**src/rtl/dram_unpacker_pkg.sv**
```systemverilog
// Shared constants and FSM encoding for the DRAM readback path.
// Word geometry must match the capture-side packer: four 32-bit lanes per 128-bit word.
package dram_unpacker_pkg;

    localparam int ADX_W         = 27;
    localparam int ADX_STEP      = 8;
    localparam int WORD_W        = 128;
    localparam int PKT_W         = 32;
    localparam int PKTS_PER_WORD = 4;
    localparam int LANE_W        = $clog2(PKTS_PER_WORD);

    localparam logic [ADX_W-1:0]  ADX_INC   = ADX_W'(ADX_STEP);
    localparam logic [LANE_W-1:0] LAST_LANE = LANE_W'(PKTS_PER_WORD - 1);

    typedef enum logic [1:0] {
        ST_IDLE = 2'd0,
        ST_RUN  = 2'd1,
        ST_DONE = 2'd2
    } state_e;

endpackage

```
**src/rtl/dram_unpacker_serializer.sv**
```systemverilog
// Holds one returned DRAM word and emits its lanes lane 0 first; a packet is offered the cycle after load.
// pkt_data/pkt_valid hold while pkt_ready is low; the register reopens the cycle after its last lane leaves.
module word_to_packet_serializer
    import dram_unpacker_pkg::*;
(
    input  logic              clk,
    input  logic              resetn,
    input  logic              load,
    input  logic [WORD_W-1:0] word_in,
    input  logic              last_pkt,
    output logic [PKT_W-1:0]  pkt_data,
    output logic              pkt_valid,
    input  logic              pkt_ready,
    output logic              pkt_xfer
);

    logic [WORD_W-1:0] word_q, word_d;
    logic [LANE_W-1:0] lane_q, lane_d;
    logic              full_q, full_d;

    always_comb begin
        word_d   = word_q;
        lane_d   = lane_q;
        full_d   = full_q;
        pkt_xfer = full_q & pkt_ready;
        if (load && !full_q) begin
            word_d = word_in;
            lane_d = '0;
            full_d = 1'b1;
        end else if (pkt_xfer) begin
            // A short final word releases the register early so trailing lanes are dropped.
            if (last_pkt || (lane_q == LAST_LANE)) begin
                full_d = 1'b0;
                lane_d = '0;
            end else begin
                lane_d = lane_q + LANE_W'(1);
            end
        end
    end

    always_ff @(posedge clk) begin
        if (!resetn) begin
            word_q <= '0;
            lane_q <= '0;
            full_q <= 1'b0;
        end else begin
            word_q <= word_d;
            lane_q <= lane_d;
            full_q <= full_d;
        end
    end

    assign pkt_valid = full_q;
    assign pkt_data  = word_q[{lane_q, 5'd0} +: PKT_W];

endmodule

```
**src/rtl/dram_unpacker.sv**
```systemverilog
// Reads a run of packed DRAM words and streams their 32-bit packets in capture order; first read_req one cycle after start.
// Up to MAX_OUTSTANDING reads in flight; return pops stall while the holding word is full, packets stall on pkt_ready.
module dram_unpacker
    import dram_unpacker_pkg::*;
#(
    parameter int MAX_OUTSTANDING = 4
) (
    input  logic              clk,
    input  logic              resetn,
    input  logic              start,
    input  logic [ADX_W-1:0]  base_adx,
    input  logic [31:0]       packet_count,
    output logic              read_req,
    output logic [ADX_W-1:0]  rd_adx,
    input  logic              read_allowed,
    input  logic              has_return_data,
    output logic              get_return_data,
    input  logic [WORD_W-1:0] rd_data_return,
    input  logic [ADX_W-1:0]  rd_adx_return,
    output logic [PKT_W-1:0]  pkt_data,
    output logic              pkt_valid,
    input  logic              pkt_ready,
    output logic              busy,
    output logic              done,
    output logic              adx_error
);

    localparam logic [3:0] MAX_OS = 4'(MAX_OUTSTANDING);

    state_e            state_q, state_d;
    logic [31:0]       pkt_count_q, pkt_count_d;
    logic [31:0]       words_total_q, words_total_d;
    logic [31:0]       words_issued_q, words_issued_d;
    logic [31:0]       packets_sent_q, packets_sent_d;
    logic [3:0]        outstanding_q, outstanding_d;
    logic [ADX_W-1:0]  next_adx_q, next_adx_d;
    logic [ADX_W-1:0]  expected_adx_q, expected_adx_d;
    logic              read_req_q, read_req_d;
    logic              adx_error_q, adx_error_d;

    logic [32:0]       cnt_plus3;
    logic              req_acc;
    logic              pop;
    logic              pkt_xfer;
    logic              last_pkt;

    assign cnt_plus3 = {1'b0, packet_count} + 33'd3;
    assign req_acc   = read_req_q & read_allowed;
    assign pop       = (state_q == ST_RUN) && !pkt_valid && has_return_data;
    assign last_pkt  = (packets_sent_q + 32'd1) == pkt_count_q;

    always_comb begin
        state_d        = state_q;
        pkt_count_d    = pkt_count_q;
        words_total_d  = words_total_q;
        words_issued_d = words_issued_q;
        packets_sent_d = packets_sent_q;
        outstanding_d  = outstanding_q;
        next_adx_d     = next_adx_q;
        expected_adx_d = expected_adx_q;
        adx_error_d    = adx_error_q;

        unique case (state_q)
            ST_IDLE: begin
                if (start) begin
                    adx_error_d = 1'b0;
                    if (packet_count == 32'd0) begin
                        state_d = ST_DONE;
                    end else begin
                        state_d        = ST_RUN;
                        pkt_count_d    = packet_count;
                        words_total_d  = {1'b0, cnt_plus3[32:2]};
                        words_issued_d = '0;
                        packets_sent_d = '0;
                        outstanding_d  = '0;
                        next_adx_d     = base_adx;
                        expected_adx_d = base_adx;
                    end
                end
            end
            ST_RUN: begin
                if (req_acc) begin
                    next_adx_d     = next_adx_q + ADX_INC;
                    words_issued_d = words_issued_q + 32'd1;
                end
                // A simultaneous accept and pop leaves the credit count unchanged.
                outstanding_d = outstanding_q + {3'b000, req_acc} - {3'b000, pop};
                if (pop) begin
                    expected_adx_d = expected_adx_q + ADX_INC;
                    if (rd_adx_return != expected_adx_q) begin
                        adx_error_d = 1'b1;
                    end
                end
                if (pkt_xfer) begin
                    packets_sent_d = packets_sent_q + 32'd1;
                end
                if (packets_sent_d == pkt_count_q) begin
                    state_d = ST_DONE;
                end
            end
            ST_DONE: begin
                state_d = ST_IDLE;
            end
            default: begin
                state_d = ST_IDLE;
            end
        endcase

        // Registered request: evaluated on next-cycle counts so it only drops once no longer needed.
        read_req_d = (state_d == ST_RUN)
                  && (words_issued_d < words_total_d)
                  && (outstanding_d < MAX_OS);
    end

    always_ff @(posedge clk) begin
        if (!resetn) begin
            state_q        <= ST_IDLE;
            pkt_count_q    <= '0;
            words_total_q  <= '0;
            words_issued_q <= '0;
            packets_sent_q <= '0;
            outstanding_q  <= '0;
            next_adx_q     <= '0;
            expected_adx_q <= '0;
            read_req_q     <= 1'b0;
            adx_error_q    <= 1'b0;
        end else begin
            state_q        <= state_d;
            pkt_count_q    <= pkt_count_d;
            words_total_q  <= words_total_d;
            words_issued_q <= words_issued_d;
            packets_sent_q <= packets_sent_d;
            outstanding_q  <= outstanding_d;
            next_adx_q     <= next_adx_d;
            expected_adx_q <= expected_adx_d;
            read_req_q     <= read_req_d;
            adx_error_q    <= adx_error_d;
        end
    end

    word_to_packet_serializer u_ser (
        .clk       (clk),
        .resetn    (resetn),
        .load      (pop),
        .word_in   (rd_data_return),
        .last_pkt  (last_pkt),
        .pkt_data  (pkt_data),
        .pkt_valid (pkt_valid),
        .pkt_ready (pkt_ready),
        .pkt_xfer  (pkt_xfer)
    );

    assign read_req        = read_req_q;
    assign rd_adx          = next_adx_q;
    assign get_return_data = pop;
    assign busy            = (state_q == ST_RUN);
    assign done            = (state_q == ST_DONE);
    assign adx_error       = adx_error_q;

endmodule

```
**config.mk**
```make
export PLATFORM = sky130hd
export DESIGN_NAME = dram_unpacker
export DESIGN_NICKNAME = d
export VERILOG_FILES = /design/src/rtl/dram_unpacker_pkg.sv /design/src/rtl/dram_unpacker_serializer.sv /design/src/rtl/dram_unpacker.sv
export SDC_FILE = /design/constraint.sdc
export NUM_CORES = 1
export LEC_CHECK = 0
export ABC_AREA = 1
export ABC_CLOCK_PERIOD_IN_PS = 4500
export CAP_MARGIN = 0
export CORE_MARGIN = 2
export CORE_UTILIZATION = 50
export CTS_CLUSTER_DIAMETER = 50
export DETAILED_ROUTE_END_ITERATION = 10
export PLACE_DENSITY_LB_ADDON = 0.1
export SYNTH_ARGS = -nofsm -noshare
export SYNTH_HDL_FRONTEND = slang
export SYNTH_SLANG_ARGS = --single-unit
```
**constraint.sdc**
```tcl
create_clock -name clk -period 4.5 [get_ports clk]
set_clock_uncertainty 0.05 [all_clocks]
set_input_delay 0.9 -clock clk [delete_from_list [all_inputs] [get_ports clk]]
set_output_delay 0.9 -clock clk [all_outputs]
set_load 0.02 [all_outputs]
```
# [After elaboration in Yosys (flattened, before gate mapping)]
# Index checks and enable logic that the tools add are counted.
[word_totals] out_inout_bits=65 ff_bits=321 elab_cells=92 input_bits=220
[classes] n_addsub=8 eq_ne=12 n_bitwise=4 order_cmp=2 mux=33 reduce_logical=19 n_shift=1
[ops] operator="$mux 32" count=10
[ops] operator="$pmux 32 s2" count=2
[ops] operator="$shiftx 128x8->32" count=1
[ops] operator="$mux 27" count=4
[ops] operator="$pmux 27 s2" count=2
[ops] operator="$add 32x1->32 const B" count=2
[ops] operator="$eq 32x32->1" count=2
[ops] operator="$add 27x4->27 const B" count=2
[ops] operator="$add 32x2->33 const B" count=1
[ops] operator="$logic_not 32->1" count=1
[ops] operator="$lt 32x32->1" count=1
[ops] operator="$ne 27x27->1" count=1
[ops] operator="$reduce_and 4->1" count=3
[ops] operator="$mux 2" count=4
[ops] operator="$mux 4" count=2
[ops] operator="$pmux 4 s2" count=1
[ops] operator="$mux 1" count=6
[ops] operator="$ne 2x1->1 const B" count=3
[ops] operator="$reduce_and 3->1" count=2
[ops] operator="$reduce_bool 2->1" count=3
[ops] operator="$logic_and 1x1->1" count=5
[ops] operator="$add 4x1->4" count=1
[ops] operator="$eq 2x1->1 const B" count=2
[ops] operator="$eq 2x2->1 const B" count=2
[ops] operator="13 further kinds" count=16

# [Longest topological paths before layout]
# Gate-level depths: netlist of the first run.
[logic_depth] depth_word=9 ltp_mapped=23

# [Hierarchy]
# A second synthesis of the first run with hierarchy kept.
[unflattened] hier_cells=2970 hier_area_um2=19088.3
[modules_own_cells] module="dram_unpacker" area_per_inst_um2=13220.2 cells_per_inst=2109 n_inst=1
[modules_own_cells] module="word_to_packet_serializer" area_per_inst_um2=5868.1 cells_per_inst=861 n_inst=1

# [Least setup slack after synthesis of the first run]
# No wires, ideal clock.
[synth_path] path_type="input-to-reg" from="input port has_return_data" to="register read_req_q, in the netlist read_req" t_arrival_ns=3.494 path_slack_ns=0.892 stages=14 required_time_ns=4.386 cell_sequence="inv_1 > nor3_2 > clkbuf_1 > clkbuf_1 > ha_1 > inv_1 > ha_1 > fa_1 > or2_2 > a22oi_1 > nand2_1 > nor2_1 > nand3_1 > nor2_1"
[synth_between] elab_chain_cells=5
[synth_rtl] element="start, declared" line="dram_unpacker.sv:16" source="input logic has_return_data,"
[synth_rtl] element="$logic_and 1x1->1" line="dram_unpacker.sv:49" source="assign pop = (state_q == ST_RUN) && !pkt_valid && has_return_data;"
[synth_rtl] element="named net get_return_data" line="dram_unpacker.sv:17" source="output logic get_return_data,"
[synth_rtl] element="$sub 4x1->4" line="dram_unpacker.sv:87" source="outstanding_d = outstanding_q + {3'b000, req_acc} - {3'b000, pop};"
[synth_rtl] element="$pmux 4 s2" line="dram_unpacker.sv:63" source="unique case (state_q)"
[synth_rtl] element="$lt 4x3->1" line="dram_unpacker.sv:112" source="&& (outstanding_d < MAX_OS);"
[synth_rtl] element="$logic_and 1x1->1" line="dram_unpacker.sv:112"
[synth_rtl] element="end signal, assigned" line="dram_unpacker.sv:136" source="read_req_q <= read_req_d;"
[synth_rtl] element="end, declared" line="dram_unpacker.sv:38" source="logic read_req_q, read_req_d;"
# The timed path passes the listed nets, and every way through them passes these cells.
# A chain may end at the register's enable or synchronous reset.

# [Worst setup path in the final report of the first run]
[layout_path] from="input port packet_count[2]" to="register read_req_q, in the netlist read_req"
[layout_between] elab_chain_cells=7 word_cells_on_any_way=19
[layout_rtl] element="start, declared" line="dram_unpacker.sv:12" source="input logic [31:0] packet_count,"
[layout_rtl] element="$add 32x2->33 or $logic_not 32->1 (tied branches)" line="dram_unpacker.sv:47, dram_unpacker.sv:67"
[layout_rtl] element="$mux 32 or $mux 2 (tied branches)" line="dram_unpacker.sv:67" source="if (packet_count == 32'd0) begin"
[layout_rtl] element="$mux 32 or $mux 2 (tied branches)" line="dram_unpacker.sv:65" source="if (start) begin"
[layout_rtl] element="$mux 32 (tied with other cells)" line="dram_unpacker.sv:63"
[layout_rtl] element="$lt 32x32->1 or $eq 2x1->1 (tied branches)" line="dram_unpacker.sv:111, dram_unpacker.sv:110"
[layout_rtl] element="$logic_and 1x1->1" line="dram_unpacker.sv:111" source="&& (words_issued_d < words_total_d)"
[layout_rtl] element="$logic_and 1x1->1 *" line="dram_unpacker.sv:112"
# Every way passes the cells marked *; elsewhere a longest branch is shown, timed or not.

==> flow_summary.ini, run 1 <==
[die]
start_util = 0.506
die_h_um = 196
core_area_um2 = 36500
rows = 70
die_x_um = 196
io_pins = 285
die-area_um2 = 38500

[sta]
hold_viol_final = 0
worst_pin_slew_ns = 1.13
final_max_slew_viol_count = 0
rsz0062_at_grt = no
fmax_ghz = 0.260
period_share = 0.856
finalSetupViolCount = 0
fin_crit_ns = 3.85
setup_tns_ns = 0
slew_headroom = 0.248

[route]
first_pass_iters = 6
routed_via_density = 5.50
ant_nets = 0
vias = 19887
wl_per_cell_um = 17.5
drt-initial-drc-count = 1533
drc = 0
routed_wl_um = 63300

[clocking]
cts_hold_buf = 0
cts_setup_buffers = 0
ctsResizeCount = 0
cts_tree = done
clock_latency_ns = 0.56
clock_sinks = 321
numCtsBuffers = 43
clockBufferDepth = 3
cts-htree-levels = 2
ctsRootBufferMaster = clkbuf_16
clkTransAtPathRegs_ns = 0.05

[layout]
fin_nets = 3370
drive_gt1_frac = 0.0643
fillers = 3450
final_common_cell = nand2_1
area_growth_pct = 26.0
most-common-layout-cells = nand2_1, nor2_1, dfxtp_1
stdcell_area_um2 = 23300
fin_cells = 3616

[yosys]
netlist_top_cells_area = dfxtp_1, nand2_1, nor2_1
netlist_area_um2 = 18500
synth.distinct_cells = 50
synth.top_cell.area_share = 0.348
synth_top_area_cell = dfxtp_1
syn_inst = 2868
synth_nets = 3129
yosysWarnings = 0
avgSynthCellArea_um2 = 6.44
synth_seq_cells = 321
synth_seq_area_share = 0.348

[critical_path]
path_cells = clkdlybuf4s50_1 > inv_1 > nor2_2 > nand3_2 > nor2_4 > nand2_2 > nor2_4 > nand3_1 > nor4_4 > inv_1 > o211ai_1 > nand3_1 > inv_1 > ha_1 > a21oi_1 > nor2_1 > a211oi_1 > o221ai_1 > a21oi_1 > nand2_1 > nor2_1 > nand3_1 > nor2_1
path_buf_inv = 4
cp-end-kind = flip-flop
path_delay_family = simple AND/OR/NAND/NOR gates
worstSetupPathType = input pin to flip-flop
crit_arrival_ns = 4.29
required_ns = 4.94
slowest_stage = clkdlybuf4s50_1
max_stage_delay_ns = 0.53
start_kind = input pin
cp_max_fo = 5

[global_routing]
grt_antenna_before_repair = 12
grtUsageTotal = 0.325
grt_pass1_wl_um = 100000
grt_max_degree = 159
grt_pass1_vias = 19066
grt_overflow = 0

[placement]
place_area_um2 = 21800
place_congestion = 0.941
place.detailed.instances = 3532
port_buffers = 284
dp_hpwl_um = 46000

[power]
p_leak_nw = 9.79
power.density_nw_per_um2 = 344
irDropWorstVdd_mv = 0.250

[min_path]
hold_path_class = flip-flop to flip-flop

[run]
maxCapViolCount = 0

[outcome]
outcome = finished clean
-- synthesized netlist by cell type, drive strengths merged --
cell type,number
nand2,615
nor2,566
dfxtp,321
o21ai,313
inv,233
nand3,170
a21oi,132
clkbuf,111
xor2,64
nor3,55
ha,40
nand4,35
o22ai,34
buf,29
a31oi,27
a211oi,20
nor4,20
xnor2,19
or2,10
a221oi,9
o211ai,8
nand3b,7
a21o,5
a311oi,3
o21a,3
a22oi,2
and2,2
clkinv,2
o21bai,2
o221ai,2
o31ai,2
or3,2
a21boi,1
and3,1
fa,1
nor4b,1
o221a,1
-- sequential cells by signal, summed over array words and instances, names as in the netlist --
name             flops
read_req             1
packets_sent_q      32
u_ser.word_q       128
u_ser.lane_q         2
u_ser.pkt_valid      1
words_issued_q      32
outstanding_q        4
state_q              2
adx_error            1
pkt_count_q         32
words_total_q       32
rd_adx              27
expected_adx_q      27
-- power breakdown --
part           switching [mW]  internal (mW)  leakage (nW)
combinational           0.762          0.540          6.43
clock                    1.36           2.21         0.729
sequential              0.133           3.01          2.63
-- final cells by class --
class | instances | area [µm²] | share of cell area
sequential | 321 | 6430 | 0.276
clock inverter | 25 | 313 | 0.0134
inverter | 235 | 887 | 0.0381
timing repair buffer | 336 | 3240 | 0.139
tap | 468 | 586 | 0.0251
antenna | 6 | 15.0 | 0.000645
multi-input combinational | 2172 | 10600 | 0.457
clock buffer | 53 | 1170 | 0.0504
-- stage by stage --
stage	utilization	hold slack, ns	power [mW]	setup slack, ns
final	0.638	0.408	8.02	0.650
after global routing	0.637	0.446	8.34	0.276
after floorplan	-	0.381	3.88	0.892
after CTS	0.637	0.411	8.07	0.682
after detailed placement	0.596	0.403	4.49	0.107
after global placement	0.596	0.403	4.47	0.188
-- per-layer routing --
layer  part of all wire  up-vias  GRT usage  routed length, µm
met2               0.46      646      0.542              29300
met4              0.033       14      0.119               2120
li1                   -     9917          -                  -
met3              0.080      134     0.0827               5060
met1               0.42     9176      0.404              26700
met5             0.0017        -          0                108
-- worst reg2reg max path: stages (launching register included) --
cell and delay (ns):
dfxtp_1 0.46, nand2_1 0.11, nor3_1 0.14, inv_1 0.11, nor4_4 0.25, nand3_1 0.17
nor2_1 0.22, nand2_1 0.12, or3_1 0.35, o21ai_1 0.18, nor2_1 0.07, ha_1 0.30
a21oi_1 0.14, nor2_1 0.05, a211oi_1 0.17, o221ai_1 0.14, a21oi_1 0.13, nand2_1 0.07
nor2_1 0.10, nand3_1 0.08, nor2_1 0.10
-- final timing paths --
| path | startpoint | to | slack, ns | cells past startpoint |
|---|---|---|---|---|
| max | packet_count[2] | read_req | 0.65 | 23 |
| min | words_total_q[31] | words_total_q[31] | 0.41 | 2 |
| max reg2reg | words_issued_q[6] | read_req | 0.93 | 20 |
| min reg2reg | words_total_q[31] | words_total_q[31] | 0.41 | 2 |
-- cells by family after synthesis --
| logic type | count (synthesis) | share of synthesized area |
|---|---|---|
| AOI/OAI and AO/OA | 564 | 0.166 |
| xor gates and xnor gates | 83 | 0.0393 |
| adders and majority gates | 41 | 0.0282 |
| buffers and inverters | 375 | 0.0781 |
| DFF | 321 | 0.348 |
| and+or+nand+nor | 1484 | 0.341 |
(Power assumes the default switching activity.)
==> run 2, diff against run 1 <==
--- a/config.mk
+++ b/config.mk
@@ -6,13 +6,14 @@
 export NUM_CORES = 1
 export LEC_CHECK = 0
 export ABC_AREA = 1
-export ABC_CLOCK_PERIOD_IN_PS = 4500
+export ABC_CLOCK_PERIOD_IN_PS = 4810
 export CAP_MARGIN = 0
 export CORE_MARGIN = 2
 export CORE_UTILIZATION = 50
+export CTS_BUF_LIST = sky130_fd_sc_hd__clkbuf_16
 export CTS_CLUSTER_DIAMETER = 50
 export DETAILED_ROUTE_END_ITERATION = 10
-export PLACE_DENSITY_LB_ADDON = 0.1
+export PLACE_DENSITY = 0.75
 export SYNTH_ARGS = -nofsm -noshare
 export SYNTH_HDL_FRONTEND = slang
 export SYNTH_SLANG_ARGS = --single-unit
==> constraint.sdc (replaced) <==
create_clock -name clk -period 4.81 [get_ports clk]
set_clock_uncertainty 0.05 [all_clocks]
set_input_delay 0.962 -clock clk [delete_from_list [all_inputs] [get_ports clk]]
set_output_delay 0.962 -clock clk [all_outputs]
set_load 0.02 [all_outputs]
==> run 2 against run 1 <==
Against the previous run: via count grew 0.60%; worst hold slack lost 0.0017 ns; worst setup slack gained 0.0073 ns; final cell count shrank 0.69%; die area is the same; sequential power shrank 6.7%; sequential share of layout area grew 0.32 points; sequential cell count is the same.
==> flow_summary.ini, run 2 (synthesis gave the netlist of run 1 again) <==
[sta]
hold_viol_final = 0
rsz0062_at_grt = no
finalWorstSetupSlack_ns = 0.657
fin_crit_ns = 4.15
fmax_ghz = 0.241
slew_headroom = 0.261
worst_pin_slew_ns = 1.11
final_max_slew_viol_count = 0
period_share = 0.863
finalSetupViolCount = 0
setup_tns_ns = 0
hold_ws_ns = 0.406

[die]
die_x_um = 196
io_pins = 285
start_util = 0.506
core_area_um2 = 36500
die_h_um = 196
die-area_um2 = 38500
rows = 70

[layout]
final_common_cell = nand2_1
drive_gt1_frac = 0.0560
most-common-layout-cells = nand2_1, nor2_1, dfxtp_1
fillers = 3356
area_growth_pct = 24.5
fin_nets = 3350
n_antenna_cell = 0
fin_util = 0.630
largest_register_ffs = 128
regMostFlops = u_ser.word_q

[global_routing]
grt_pass1_wl_um = 94500
grt_overflow = 0
grt_antenna_before_repair = 0
grt_max_degree = 132
grt_pass1_vias = 18645
grtUsageTotal = 0.303

[critical_path]
cp_max_fo = 5
crit_arrival_ns = 4.60
worstSetupPathType = input pin to flip-flop
start_kind = input pin
cp-end-kind = flip-flop
required_ns = 5.26

[clocking]
cts_setup_buffers = 0
ctsRootBufferMaster = clkbuf_16
cts_hold_buf = 0
cts_tree = done
ctsResizeCount = 0
cts-htree-levels = 2
clock_latency_ns = 0.57
numCtsBuffers = 44
clkTransAtPathRegs_ns = 0.05
clock_sinks = 321
clockBufferDepth = 3

[power]
irDropWorstVdd_mv = 0.280
power.density_nw_per_um2 = 315
p_leak_nw = 9.64
p_total_mw = 7.24

[route]
routed_via_density = 5.57
first_pass_iters = 6
ant_nets = 0
routed_wl_um = 59900
drc = 0
wl_per_cell_um = 16.7
vias = 20006
drt-initial-drc-count = 1827

[run]
maxCapViolCount = 0

[placement]
dp_hpwl_um = 42800
place_congestion = 0.953
pre_cts_slack_ns = 0.197
port_buffers = 284

[outcome]
outcome = finished clean

[min_path]
hold_path_class = flip-flop to flip-flop
[run 2: per-stage QoR]
stage	instances	instance area (µm²)
2_1_floorplan	2868	18500
3_3_place_gp	3511	21600
3_5_place_dp	3511	21600
4_1_cts	3591	23000
5_1_grt	3591	23000
6_report	3591	23000
[run 2: layout make-up]
type,count,area (µm²),share of cell area
inverters,235,887,0.0385
clock inverters,36,275,0.0120
flip-flops and latches,321,6430,0.279
multi-input cells,2172,10600,0.462
repair buffers,315,3100,0.135
well taps,468,586,0.0254
clock buffers,44,1100,0.0478
[run 2: layer usage]
| layer | global-route usage | share of wire | up-vias |
|---|---|---|---|
| met4 | 0.109 | 0.031 | 0 |
| met1 | 0.394 | 0.43 | 9149 |
| met2 | 0.488 | 0.45 | 870 |
| met3 | 0.0739 | 0.095 | 123 |
| met5 | 0 | 0 | - |
| li1 | - | - | 9864 |
[run 2: final timing paths]
path	endpoint	cells after the start	slack [ns]	from
worst max-delay path	read_req	23	0.66	packet_count[2]
worst min-delay path	words_total_q[31]	2	0.41	words_total_q[31]
worst max register to register	read_req	20	0.96	words_issued_q[6]
worst min register to register	words_total_q[31]	2	0.41	words_total_q[31]
[run 2: where the power goes]
group / leakage [nW] / total, mW / switching (mW) / internal, mW
clock network: 0.675 / 3.11 / 1.31 / 1.79
logic: 6.34 / 1.19 / 0.695 / 0.498
registers: 2.63 / 2.94 / 0.120 / 2.82
[run 2: worst max-delay path: stages]
cell and delay [ns]:
clkdlybuf4s50_1 0.53, inv_1 0.11, nor2_2 0.15, nand3_2 0.12
nor2_4 0.19, nand3_2 0.14, nor4_4 0.29, nand3_2 0.18
nor2_1 0.19, nand2_1 0.09, nand3_1 0.08, nand2_1 0.05
nor2_1 0.16, ha_1 0.26, nand2_1 0.09, nor2_1 0.05
a211oi_1 0.21, o221ai_1 0.16, a21oi_1 0.16, nand2_1 0.07
nor2_1 0.14, nand3_1 0.10, nor2_1 0.10
